[src/rtl/uart_tx_serializer_pkg.sv]
// Shared definitions for the UART debug-path serializers (TX now, RX later).
// State encodings, parity modes and baud-period arithmetic live here so both directions agree.
package uart_tx_serializer_pkg;

  typedef enum logic [2:0] {
    ST_IDLE   = 3'd0,
    ST_START  = 3'd1,
    ST_DATA   = 3'd2,
    ST_PARITY = 3'd3,
    ST_STOP   = 3'd4
  } tx_state_e;

  localparam int PAR_NONE = 0;
  localparam int PAR_ODD  = 1;
  localparam int PAR_EVEN = 2;

  // Clock cycles per UART bit; integer division, caller guarantees result >= 2.
  function automatic int bit_cycles(input int clk_hz, input int baud);
    return clk_hz / baud;
  endfunction

endpackage

[src/rtl/uart_tx_serializer.sv]
// Byte-wide UART transmitter: one character per send/ready handshake, framed as
// start, 8 data bits LSB-first, optional parity, 1 or 2 stop bits. Outputs registered.
module uart_tx_serializer
  import uart_tx_serializer_pkg::*;
#(
  parameter int CLK_FREQ_HZ = 100_000_000,
  parameter int BAUD_RATE   = 9600,
  parameter int PARITY_MODE = 0,
  parameter int STOP_BITS   = 1
) (
  input  logic       i_top_clk,
  input  logic       i_top_rst,
  input  logic       i_send,
  input  logic [7:0] i_data,
  output logic       o_ready,
  output logic       o_uart_txd
);

  localparam int BIT_CYCLES = bit_cycles(CLK_FREQ_HZ, BAUD_RATE);
  localparam int TMR_W      = $clog2(BIT_CYCLES);

  localparam logic [TMR_W-1:0] TMR_TC   = TMR_W'(BIT_CYCLES - 1);
  localparam logic [2:0]       STOP_LST = 3'(STOP_BITS - 1);

  tx_state_e        r_state;
  logic [TMR_W-1:0] r_tmr;
  logic [2:0]       r_bit_idx;
  logic [7:0]       r_shift;
  logic             r_par_bit;
  logic             r_ready;
  logic             r_txd;

  tx_state_e        w_state_nxt;
  logic [TMR_W-1:0] w_tmr_nxt;
  logic [2:0]       w_bit_idx_nxt;
  logic [7:0]       w_shift_nxt;
  logic             w_par_bit_nxt;
  logic             w_ready_nxt;
  logic             w_txd_nxt;
  logic             w_tmr_tc;

  assign w_tmr_tc = (r_tmr == TMR_TC);

  always_ff @(posedge i_top_clk or negedge i_top_rst) begin
    if (!i_top_rst) begin
      r_state   <= ST_IDLE;
      r_tmr     <= '0;
      r_bit_idx <= '0;
      r_shift   <= '0;
      r_par_bit <= 1'b0;
      r_ready   <= 1'b1;
      r_txd     <= 1'b1;
    end else begin
      r_state   <= w_state_nxt;
      r_tmr     <= w_tmr_nxt;
      r_bit_idx <= w_bit_idx_nxt;
      r_shift   <= w_shift_nxt;
      r_par_bit <= w_par_bit_nxt;
      r_ready   <= w_ready_nxt;
      r_txd     <= w_txd_nxt;
    end
  end

  always_comb begin
    w_state_nxt   = r_state;
    w_tmr_nxt     = r_tmr;
    w_bit_idx_nxt = r_bit_idx;
    w_shift_nxt   = r_shift;
    w_par_bit_nxt = r_par_bit;

    case (r_state)
      ST_IDLE: begin
        w_tmr_nxt     = '0;
        w_bit_idx_nxt = '0;
        if (i_send) begin
          w_shift_nxt   = i_data;
          // Parity is frozen at capture so later i_data changes cannot leak in.
          w_par_bit_nxt = (PARITY_MODE == PAR_ODD) ? ~(^i_data) : (^i_data);
          w_state_nxt   = ST_START;
        end
      end
      ST_START: begin
        if (w_tmr_tc) begin
          w_tmr_nxt   = '0;
          w_state_nxt = ST_DATA;
        end else begin
          w_tmr_nxt = r_tmr + 1'b1;
        end
      end
      ST_DATA: begin
        if (w_tmr_tc) begin
          w_tmr_nxt   = '0;
          w_shift_nxt = {1'b0, r_shift[7:1]};
          if (r_bit_idx == 3'd7) begin
            w_bit_idx_nxt = '0;
            w_state_nxt   = (PARITY_MODE != PAR_NONE) ? ST_PARITY : ST_STOP;
          end else begin
            w_bit_idx_nxt = r_bit_idx + 1'b1;
          end
        end else begin
          w_tmr_nxt = r_tmr + 1'b1;
        end
      end
      ST_PARITY: begin
        if (w_tmr_tc) begin
          w_tmr_nxt   = '0;
          w_state_nxt = ST_STOP;
        end else begin
          w_tmr_nxt = r_tmr + 1'b1;
        end
      end
      ST_STOP: begin
        if (w_tmr_tc) begin
          w_tmr_nxt = '0;
          if (r_bit_idx == STOP_LST) begin
            w_bit_idx_nxt = '0;
            w_state_nxt   = ST_IDLE;
          end else begin
            w_bit_idx_nxt = r_bit_idx + 1'b1;
          end
        end else begin
          w_tmr_nxt = r_tmr + 1'b1;
        end
      end
      default: begin
        w_state_nxt   = ST_IDLE;
        w_tmr_nxt     = '0;
        w_bit_idx_nxt = '0;
      end
    endcase
  end

  // Outputs are decoded from the next state and registered, so the line and
  // ready flag change on the same edge that moves the FSM.
  always_comb begin
    w_ready_nxt = 1'b0;
    w_txd_nxt   = 1'b1;
    case (w_state_nxt)
      ST_IDLE:   w_ready_nxt = 1'b1;
      ST_START:  w_txd_nxt   = 1'b0;
      ST_DATA:   w_txd_nxt   = w_shift_nxt[0];
      ST_PARITY: w_txd_nxt   = w_par_bit_nxt;
      ST_STOP:   w_txd_nxt   = 1'b1;
      default: begin
        w_ready_nxt = 1'b1;
        w_txd_nxt   = 1'b1;
      end
    endcase
  end

  assign o_ready    = r_ready;
  assign o_uart_txd = r_txd;

endmodule

[config.mk]
export PLATFORM = sky130hd
export DESIGN_NAME = uart_tx_serializer
export DESIGN_NICKNAME = d
export VERILOG_FILES = /design/src/rtl/uart_tx_serializer_pkg.sv /design/src/rtl/uart_tx_serializer.sv
export SDC_FILE = /design/constraint.sdc
export NUM_CORES = 1
export LEC_CHECK = 0
export CAP_MARGIN = 10
export CORE_MARGIN = 10
export CORE_UTILIZATION = 41
export CTS_CLUSTER_SIZE = 24
export DETAILED_ROUTE_END_ITERATION = 10
export GPL_TIMING_DRIVEN = 1
export HOLD_SLACK_MARGIN = 0.06
export PLACE_DENSITY = 0.61
export REMOVE_ABC_BUFFERS = 1
export SYNTH_ARGS = -nofsm -noshare
export SYNTH_HDL_FRONTEND = slang
export SYNTH_SLANG_ARGS = --single-unit
[constraint.sdc]
create_clock -name i_top_clk -period 1.6 [get_ports i_top_clk]
set_input_delay 0.32 -clock i_top_clk [delete_from_list [all_inputs] [get_ports i_top_clk]]
set_output_delay 0.32 -clock i_top_clk [all_outputs]
set_load 0.01 [all_outputs]
==> results.ini <==
[route]
drtAntennaViolNets = 0
wirelength_met1_um = 1600
wl_per_cell_um = 14.3
routed_via_density = 5.09
drc = 0
first_iter_violations = 46
route.vias.total = 1309
wl_met2_um = 1920
wl_met3_um = 68
first_pass_iters = 4
wirelength_um = 3680
top_layer = met4

[synthesis]
synth-main-ff-cell = dfrtp_1
netlist-cell-type-count = 43
synth-seq-cells = 31
yosysWarnings = 0
avgSynthCellArea_um2 = 10.9
syn_inst = 153
syn_area_um2 = 1670
async_reset_ff_frac = 1.00
synth.yosys.seq_area_share = 0.466
synth_edf_count = 0

[placed_design]
routabilityCongestion = 0.771
place_hpwl_um = 2700
io_buffers = 12
place_ws_ns = -0.216
place_inst = 244

[critical_path]
worstSetupPathType = reg -> reg
end_kind = register
path_cells = ha_2 -> ha_4 -> or3b_4 -> a21o_1 -> mux2i_4 -> o21ai_2 -> a32oi_1
critPathSlowestCell = dfrtp_1
start_kind = register
worstPathMaxFanout = 2
cp_data_required_time_ns = 1.80
crit_path_max_incr_delay_ns = 0.38
rrSetupSlack_ns = -0.15
critPathArrivalTime_ns = 1.95

[clocking]
cts.reportedPaths.clkPinSlew_ns = 0.06
root_buffer = clkbuf_8
cts_made_buffers = 5
cts_max_path_buffers = 2
cts_tree = done
clkLatencyLatePin_ns = 0.28
htree_levels = 2
cts.sinks = 31
cts_hold_buffers = 0

[cells_and_area]
instances_no_fill = 257
layout-drive-gt1-share = 0.333
layout.cells.most_common_list = 34 x buf_4, 29 x dfrtp_1, 13 x nor2_1, 10 x xnor2_1, 10 x clkdlybuf4s50_1
regArea_um2 = 778
num_antenna_cells = 0
nets = 221
syn2layout_area_growth_pct = 34.9
final_common_cell = buf_4
multi_input_area_um2 = 897
nFillCells = 358

[global_routing]
grt_pass1_vias = 1444
grt_pass1_wl_um = 6350
antenna_found_initial = 0
grt_max_degree = 32
gr-total-overflow = 0
grt_util_all_layers = 0.107

[timing]
fin_crit_sh = 1.09
fmax_mhz = 571
fin_setup_tns_ns = -0.518
finalWorstSetupSlack_ns = -0.151
grt_setup_unrepaired = yes
tightest_slew_ns = 0.389
fin_crit_ns = 1.75
timing.final.max_slew_violations = 0
hold_ws_ns = 0.435
finalSetupViolCount = 7
slew_headroom = 0.739
final-hold-violation-count = 0
finClkSkew_ns = 0.00538

[pwr]
vdd_drop_max_v = 0.000752
leakagePower_nw = 1.05
p_per_area_nw_per_um2 = 896

[die]
coreArea_um2 = 3970
die_h_um = 83.8
ios = 13
die-area_um2 = 7020
initial_utilization = 0.420
die_x_um = 83.8
rows = 23

[outcome]
violations = negative setup slack
outcome = finished, violations left

[flow_run]
maxCapViolCount = 0

[min_path]
hold_path_class = in -> async

## synthesized netlist by cell type, drive strengths merged (4+ instances only)
master,number,area share
xnor2,10,0.052
o21ai,7,0.023
a21o,8,0.037
inv,5,0.011
nand4,4,0.024
dfrtp,29,0.43
nor2,16,0.042
or3,4,0.015
ha,4,0.030
a22o,6,0.031
xor2,8,0.042
nand2,10,0.022
nand3,4,0.012
a21oi,6,0.018
## worst paths after layout
check | startpoint | endpoint | depth (start not counted)
max | r_bit_idx[0]$_DFFE_PN0P_ | o_uart_txd$_DFF_PN1_ | 7
min | i_top_rst | r_state[0]$_DFF_PN0_ | 2
max reg2reg | r_bit_idx[0]$_DFFE_PN0P_ | o_uart_txd$_DFF_PN1_ | 7
min reg2reg | r_shift[6]$_DFFE_PN0P_ | r_shift[6]$_DFFE_PN0P_ | 1
max in group asynchronous | i_top_rst | o_uart_txd$_DFF_PN1_ | 2
min in group i_top_clk | r_shift[6]$_DFFE_PN0P_ | r_shift[6]$_DFFE_PN0P_ | 1
## registers in the layout, indices dropped and copies added, names as in the netlist
signal	count
r_tmr	14
r_shift	8
r_bit_idx	3
r_state	3
o_ready	1
o_uart_txd	1
r_par_bit	1
## layout make-up
type / instances / area share
timing repair buffer: 49 / 0.184
inverter: 5 / 0.00833
multi-input combinational: 114 / 0.398
clock buffer: 8 / 0.0356
tap: 50 / 0.0278
sequential: 31 / 0.346
## through the flow
step	area, µm²	power (mW)	util
after floorplan	1650	1.24	-
after global placement	2080	1.43	0.525
after detailed placement	2080	1.45	0.525
after CTS	2200	2.03	0.555
after global routing	2250	2.15	0.567
final	2250	2.02	0.567
## power breakdown
part | total [mW] | switching (mW) | internal (mW)
clock | 0.578 | 0.270 | 0.308
combinational | 0.450 | 0.205 | 0.245
sequential | 0.991 | 0.0728 | 0.918
## layer usage
metal  track usage  vias to the layer above
met1         0.121                      634
met2         0.183                       15
met3        0.0244                       10
met4        0.0548                        0
li1              -                      650
met5             0                        -
## repair_timing
item / 4_1_cts / 5_1_grt
setup buffers: 3 / 2
setup endpoints to repair: 15 / 18
gates cloned: 0 / 0
resized for setup: 7 / 9
pin swaps: 6 / 15
## worst max-delay path, delay by kind of cell (launching register included)
| kind | cells | cell delay [ns] |
|---|---|---|
| AO/OA/AOI/OAI | 3 | 0.42 |
| AND/OR/NAND/NOR | 1 | 0.37 |
| adder cells (fa/ha/maj) | 2 | 0.36 |
| flip-flops | 1 | 0.38 |
| multiplexers | 1 | 0.15 |
## logic make-up (layout without fill, tap and decap cells)
group	Yosys count	in the layout	synth area share
adder cells (fa/ha/maj)	4	4	0.0300
AND/OR/NAND/NOR	54	54	0.199
multiplexers	4	4	0.0375
AO/OA/AOI/OAI	34	34	0.148
buffers and inverters	8	62	0.0240
XOR/XNOR	18	18	0.0945
flip-flops	31	31	0.466
(Power assumes the default switching activity.)
